File: config.mk
export PLATFORM = sky130hd
export DESIGN_NAME = if_id_stage
export DESIGN_NICKNAME = d
export VERILOG_FILES = /design/src/rtl/mips_pkg.sv /design/src/rtl/mips_op_class.sv /design/src/rtl/if_id_stage.sv
export SDC_FILE = /design/constraint.sdc
export NUM_CORES = 1
export LEC_CHECK = 0
export CORE_MARGIN = 3
export CORE_UTILIZATION = 39
export DETAILED_ROUTE_END_ITERATION = 8
export PLACE_DENSITY = 0.9
export SKIP_CTS_REPAIR_TIMING = 1
export SYNTH_ARGS = -nofsm -noshare
export SYNTH_HDL_FRONTEND = slang
export SYNTH_SLANG_ARGS = --single-unit
File: constraint.sdc
create_clock -name clk -period 2.7 [get_ports clk]
set_input_delay 0.81 -clock clk [delete_from_list [all_inputs] [get_ports clk]]
set_output_delay 0.81 -clock clk [all_outputs]
set_load 0.02 [all_outputs]
File: src/rtl/mips_pkg.sv
// mips_pkg
//   Shared opcode constants for the five-stage MIPS core front end.
//   Holds the primary opcode values (instr[31:26]) used to classify
//   instructions and the canonical bubble word.
package mips_pkg;

  localparam logic [5:0] OP_RTYPE = 6'h00;
  localparam logic [5:0] OP_J     = 6'h02;
  localparam logic [5:0] OP_JAL   = 6'h03;
  localparam logic [5:0] OP_BEQ   = 6'h04;
  localparam logic [5:0] OP_BNE   = 6'h05;
  localparam logic [5:0] OP_ANDI  = 6'h0C;
  localparam logic [5:0] OP_ORI   = 6'h0D;
  localparam logic [5:0] OP_XORI  = 6'h0E;
  localparam logic [5:0] OP_LUI   = 6'h0F;

  localparam logic [5:0] OP_LB    = 6'h20;
  localparam logic [5:0] OP_LH    = 6'h21;
  localparam logic [5:0] OP_LW    = 6'h23;
  localparam logic [5:0] OP_LBU   = 6'h24;
  localparam logic [5:0] OP_LHU   = 6'h25;

  localparam logic [5:0] OP_SB    = 6'h28;
  localparam logic [5:0] OP_SH    = 6'h29;
  localparam logic [5:0] OP_SW    = 6'h2B;

  // All-zero word: sll $0,$0,0, i.e. a no-op that also decodes as a bubble.
  localparam logic [31:0] NOP_WORD = 32'h0000_0000;

endpackage

File: src/rtl/mips_op_class.sv
// mips_op_class
//   Purely combinational opcode classifier.
//   Ports:
//     op           in  6 : primary opcode instr[31:26]
//     imm_unsigned out 1 : immediate is zero-extended (logical immediates, lui)
//     is_load      out 1 : instruction reads memory into rt
//     uses_rs      out 1 : instruction reads register rs
//     uses_rt      out 1 : instruction reads register rt
module mips_op_class
  import mips_pkg::*;
(
  input  logic [5:0] op,
  output logic       imm_unsigned,
  output logic       is_load,
  output logic       uses_rs,
  output logic       uses_rt
);

  always_comb begin
    imm_unsigned = 1'b0;
    is_load      = 1'b0;
    uses_rs      = 1'b1;
    uses_rt      = 1'b0;

    case (op)
      OP_ANDI, OP_ORI, OP_XORI: imm_unsigned = 1'b1;
      // lui has no rs field in use.
      OP_LUI: begin
        imm_unsigned = 1'b1;
        uses_rs      = 1'b0;
      end
      OP_J, OP_JAL: uses_rs = 1'b0;
      OP_LB, OP_LH, OP_LW, OP_LBU, OP_LHU: is_load = 1'b1;
      // rt is a source for R-type, branch compares and store data.
      OP_RTYPE, OP_BEQ, OP_BNE, OP_SB, OP_SH, OP_SW: uses_rt = 1'b1;
      default: ;
    endcase
  end

endmodule

File: src/rtl/if_id_stage.sv
// if_id_stage
//   IF/ID pipeline register with immediate decode and load-use hazard
//   detection. Holds the fetched instruction for decode, exposes the
//   16-bit immediate and its zero/sign-extend select for the extender,
//   and tracks the instruction that just entered EX so that a load
//   followed by a dependent instruction costs exactly one bubble.
//   Ports:
//     clk, reset      : clock, synchronous active-high reset
//     instr_in        : fetched instruction (32)
//     pc_plus4_in     : PC+4 of the fetched instruction (32)
//     in_valid        : fetch word valid
//     stall           : freeze from later stages
//     flush           : taken branch/jump, discard IF/ID contents
//     in_ready        : fetch may advance (low = hold PC)
//     instr_out       : held instruction, zero when bubble (32)
//     pc_plus4_out    : held PC+4 (32)
//     out_valid       : held instruction is real
//     imm_half        : instr_out[15:0] for the extender
//     imm_unsigned    : extender zero-extend select
//     rs, rt, rd      : register fields of the held instruction
//     hazard_stall    : load-use bubble request
module if_id_stage
  import mips_pkg::*;
(
  input  logic        clk,
  input  logic        reset,
  input  logic [31:0] instr_in,
  input  logic [31:0] pc_plus4_in,
  input  logic        in_valid,
  input  logic        stall,
  input  logic        flush,
  output logic        in_ready,
  output logic [31:0] instr_out,
  output logic [31:0] pc_plus4_out,
  output logic        out_valid,
  output logic [15:0] imm_half,
  output logic        imm_unsigned,
  output logic [4:0]  rs,
  output logic [4:0]  rt,
  output logic [4:0]  rd,
  output logic        hazard_stall
);

  logic [31:0] instr_p1;
  logic [31:0] pc_plus4_p1;
  logic        vld_p1;

  logic        ex_is_load;
  logic [4:0]  ex_rt;

  logic        id_uses_rs;
  logic        id_uses_rt;
  logic        unused_id_is_load;

  logic [5:0]  shadow_op;
  logic        shadow_is_load;
  logic        unused_shadow_imm;
  logic        unused_shadow_rs;
  logic        unused_shadow_rt;

  logic        hold;

  // ID stage: decode of the held instruction
  assign instr_out    = instr_p1;
  assign pc_plus4_out = pc_plus4_p1;
  assign out_valid    = vld_p1;
  assign rs           = instr_p1[25:21];
  assign rt           = instr_p1[20:16];
  assign rd           = instr_p1[15:11];
  assign imm_half     = instr_p1[15:0];

  mips_op_class u_id_class (
    .op           (instr_p1[31:26]),
    .imm_unsigned (imm_unsigned),
    .is_load      (unused_id_is_load),
    .uses_rs      (id_uses_rs),
    .uses_rt      (id_uses_rt)
  );

  assign hazard_stall = vld_p1 & ex_is_load & (ex_rt != 5'd0) &
                        ((id_uses_rs & (rs == ex_rt)) |
                         (id_uses_rt & (rt == ex_rt)));

  assign hold     = stall | hazard_stall;
  assign in_ready = ~hold;

  // What moves into EX on the next unstalled edge: a bubble during a
  // hazard or when ID holds nothing, otherwise the ID instruction.
  assign shadow_op = (hazard_stall | ~vld_p1) ? OP_RTYPE : instr_p1[31:26];

  mips_op_class u_shadow_class (
    .op           (shadow_op),
    .imm_unsigned (unused_shadow_imm),
    .is_load      (shadow_is_load),
    .uses_rs      (unused_shadow_rs),
    .uses_rt      (unused_shadow_rt)
  );

  // IF -> ID register and ID -> EX shadow
  always_ff @(posedge clk) begin
    if (reset) begin
      instr_p1    <= NOP_WORD;
      pc_plus4_p1 <= 32'h0;
      vld_p1      <= 1'b0;
      ex_is_load  <= 1'b0;
      ex_rt       <= 5'd0;
    end else begin
      // Flush wins over hold so a taken branch always squashes ID.
      if (flush) begin
        instr_p1 <= NOP_WORD;
        vld_p1   <= 1'b0;
      end else if (!hold) begin
        instr_p1    <= in_valid ? instr_in : NOP_WORD;
        pc_plus4_p1 <= pc_plus4_in;
        vld_p1      <= in_valid;
      end

      // The shadow follows the EX stage, which only freezes on stall.
      if (!stall) begin
        ex_is_load <= shadow_is_load;
        ex_rt      <= (hazard_stall | ~vld_p1) ? 5'd0 : rt;
      end
    end
  end

endmodule

==> results of run 1 <==
worst reg2reg max path: stages (launching register included):
cell and delay (ps):
dfxtp_2 330, or4_4 530, o211ai_2 200, buf_4 150
a21oi_4 40, a211oi_4 280, buf_4 540, a32oi_1 220
nor2_1 120
Yosys cell counts (3+ instances only):
library cell / count / area [um^2]
nand4_1: 33 / 206
nor2_1: 40 / 150
clkbuf_1: 19 / 71.3
o21ai_0: 18 / 90.1
mux2i_1: 32 / 320
buf_4: 31 / 233
nand2_1: 35 / 131
buf_2: 4 / 20.0
xnor2_1: 10 / 87.6
o21ai_1: 17 / 85.1
a32oi_1: 5 / 43.8
buf_6: 3 / 33.8
dfxtp_1: 71 / 1420
state kept, by name, indices dropped and copies added (netlist names):
register,flops
out_valid,1
pc_plus4_out,32
ex_is_load,1
instr_out,32
ex_rt,5
cell families after synthesis:
family | synth area share (%)
AO/OA/AOI/OAI | 9.31
buffers and inverters | 12.1
flip-flops | 46.6
AND/OR/NAND/NOR | 18.5
XOR/XNOR | 2.87
multiplexers | 10.5
power breakdown:
group | switching [mW] | internal (mW) | total, mW
registers | 0.0201 | 1.08 | 1.10
clock network | 0.437 | 0.533 | 0.970
logic | 0.178 | 0.211 | 0.389
how the worst max path moves through the flow:
| stage | end | slack (ps) | cells past startpoint |
|---|---|---|---|
| 2_1_floorplan | in_ready | 20 | 5 |
| 3_3_place_gp | in_ready | -240 | 3 |
| 3_5_place_dp | in_ready | -260 | 3 |
| 4_1_cts | in_ready | -650 | 6 |
| 5_1_grt | in_ready | -210 | 6 |
| 6_report | in_ready | -140 | 6 |
area by class of cell:
cell class / count / area [um^2]
clock inverter: 7 / 103
inverter: 2 / 7.51
fill: 593 / 2420
clock buffer: 9 / 124
sequential: 71 / 1420
timing repair buffer: 198 / 1910
tap: 99 / 124
multi-input combinational: 209 / 1290
through the flow:
stage	setup TNS [ps]	utilization, %	power (mW)
5_1_grt	-352	67.3	2.55
6_report	-219	67.3	2.46
2_1_floorplan	0	-	1.30
4_1_cts	-1230	67.0	2.48
3_5_place_dp	-436	63.9	1.51
3_3_place_gp	-352	63.9	1.50
layer usage:
layer	vias to the layer above	share of wire (%)	routed length, um	GRT usage [%]
met2	139	49	4260	32.3
met4	0	2.8	247	11.1
li1	1451	-	-	-
met3	18	10	896	7.33
met5	-	0	0	0
met1	1357	38	3370	20.3
==> qor.yml, run 1 <==
outcome:
  run_status: "finished, violations left"
  failed_checks: "negative setup slack"
finish:
  design_area_mm2: 0.00499
  diodes: 0
  layout_common_cells: "165 x clkdlybuf4s50_1, 69 x dfxtp_1, 39 x nor2_1, 35 x nand2_1, 33 x nand4_1"
  fin_cells: 595
  area_growth_pct: 63.6
  drive_gt1_share_pct: 11.7
  fin_nets: 560
  mostFrequentLayoutCell: "clkdlybuf4s50_1"
placement:
  port_buffers: 167
  hpwl_mm: 6.54
  dp_cells: 578
  gp_congestion: 0.848
  dp_slack_ps: -260
  placed_cell_area_mm2: 0.00474
synthesis:
  seq_area_frac_synth_pct: 46.6
  avgSynthCellArea_um2: 8.97
  synth_nets: 409
  synth-seq-cells: 71
  synth-warning-count: 0
  synth_area_mm2: 0.00305
  synthCells: 340
  synth_edf_count: 0
  synth-async-reset-ratio_pct: 0
  ys.flop_type: "dfxtp_1"
  synth.distinct_cells: 29
critical_path:
  worstPathRequired_ps: 1890
  worstReg2RegStart: "ex_rt[2]"
  worstSetupEndpointType: "output pin"
  critPathLaunchType: "flop"
  crit_slowest_cell: "or4_4"
  startpoint: "ex_rt[2]"
  cp_data_arrival_time_ps: 2030
  worstPathMaxFanout: 3
  reg2reg_to: "ex_rt[2]"
  critical_path.max_stage_delay_ps: 530
  critical_path_buf_inv_count: 2
  reg2reg_slack_ps: 220
  path_cells: "or4_4, o211ai_2, buf_4, a21oi_4, a211oi_4, buf_6"
  cp_top_family: "simple AND/OR/NAND/NOR gates"
  reg2reg_depth: 8
  path_class: "flop to output pin"
run:
  drv_cap: 0
worst_hold_path:
  hold_end: "instr_out[6]"
  hold_path_class: "flop to flop"
  min_from: "instr_out[6]"
  hold_depth: 2
route:
  wl_per_cell_um: 14.7
  drtPass1Iterations: 5
  drc: 0
  drt-initial-drc-count: 139
  routed_wl_mm: 8.78
  vias: 2965
  viasPerCell: 4.98
  ant_nets: 0
power_and_ir_drop:
  pwr_density_cell_mw_per_mm2: 493
  ir_worst_vdd_uv: 300
  p_leak_nw: 1.98
clock_tree:
  cts.sinks: 71
  cts-root-buf: "clkbuf_8"
  cts_made_buffers: 9
  clkLatencyLatePin_ps: 350
  clockBufferDepth: 2
  htreeDepth: 3
  clk_pin_slew_ps: 80
  cts_tree: "done"
timing:
  fin_crit_ps: 2840
  setup_viol: 2
  worst_pin_slew_ps: 592
  timing.hold.ws_ps: 476
  worst_slack_ps: -140
  rsz0062_at_grt: "true"
  finalCritPeriodShare_pct: 105
  slew_violations: 0
  fin_skew_ps: 8.49
  fmax_mhz: 352
  relSlewSlack_pct: 60.6
  hold_viol_final: 0
floorplan:
  coreArea_mm2: 0.00741
  die_width_um: 94.4
  dieArea_mm2: 0.00892
  io_pins: 168
  initial_core_util_pct: 41.2
  fp.dieH_um: 94.4
  rows: 31
global_route:
  grt_pass1_wl_mm: 13.5
  antenna_found_initial: 0
  grt_max_degree: 70
  grt_pass1_vias: 2930
  gr-usage-all-layers_pct: 19.1
  gr-total-overflow: 0
(Power assumes the default switching activity.)
==> inputs of run 2 (changes only) <==
- SLEW_MARGIN: unset -> 20
==> results of run 2 <==
Same layout as run 1: the final DEF is identical, and so are final timing and power.
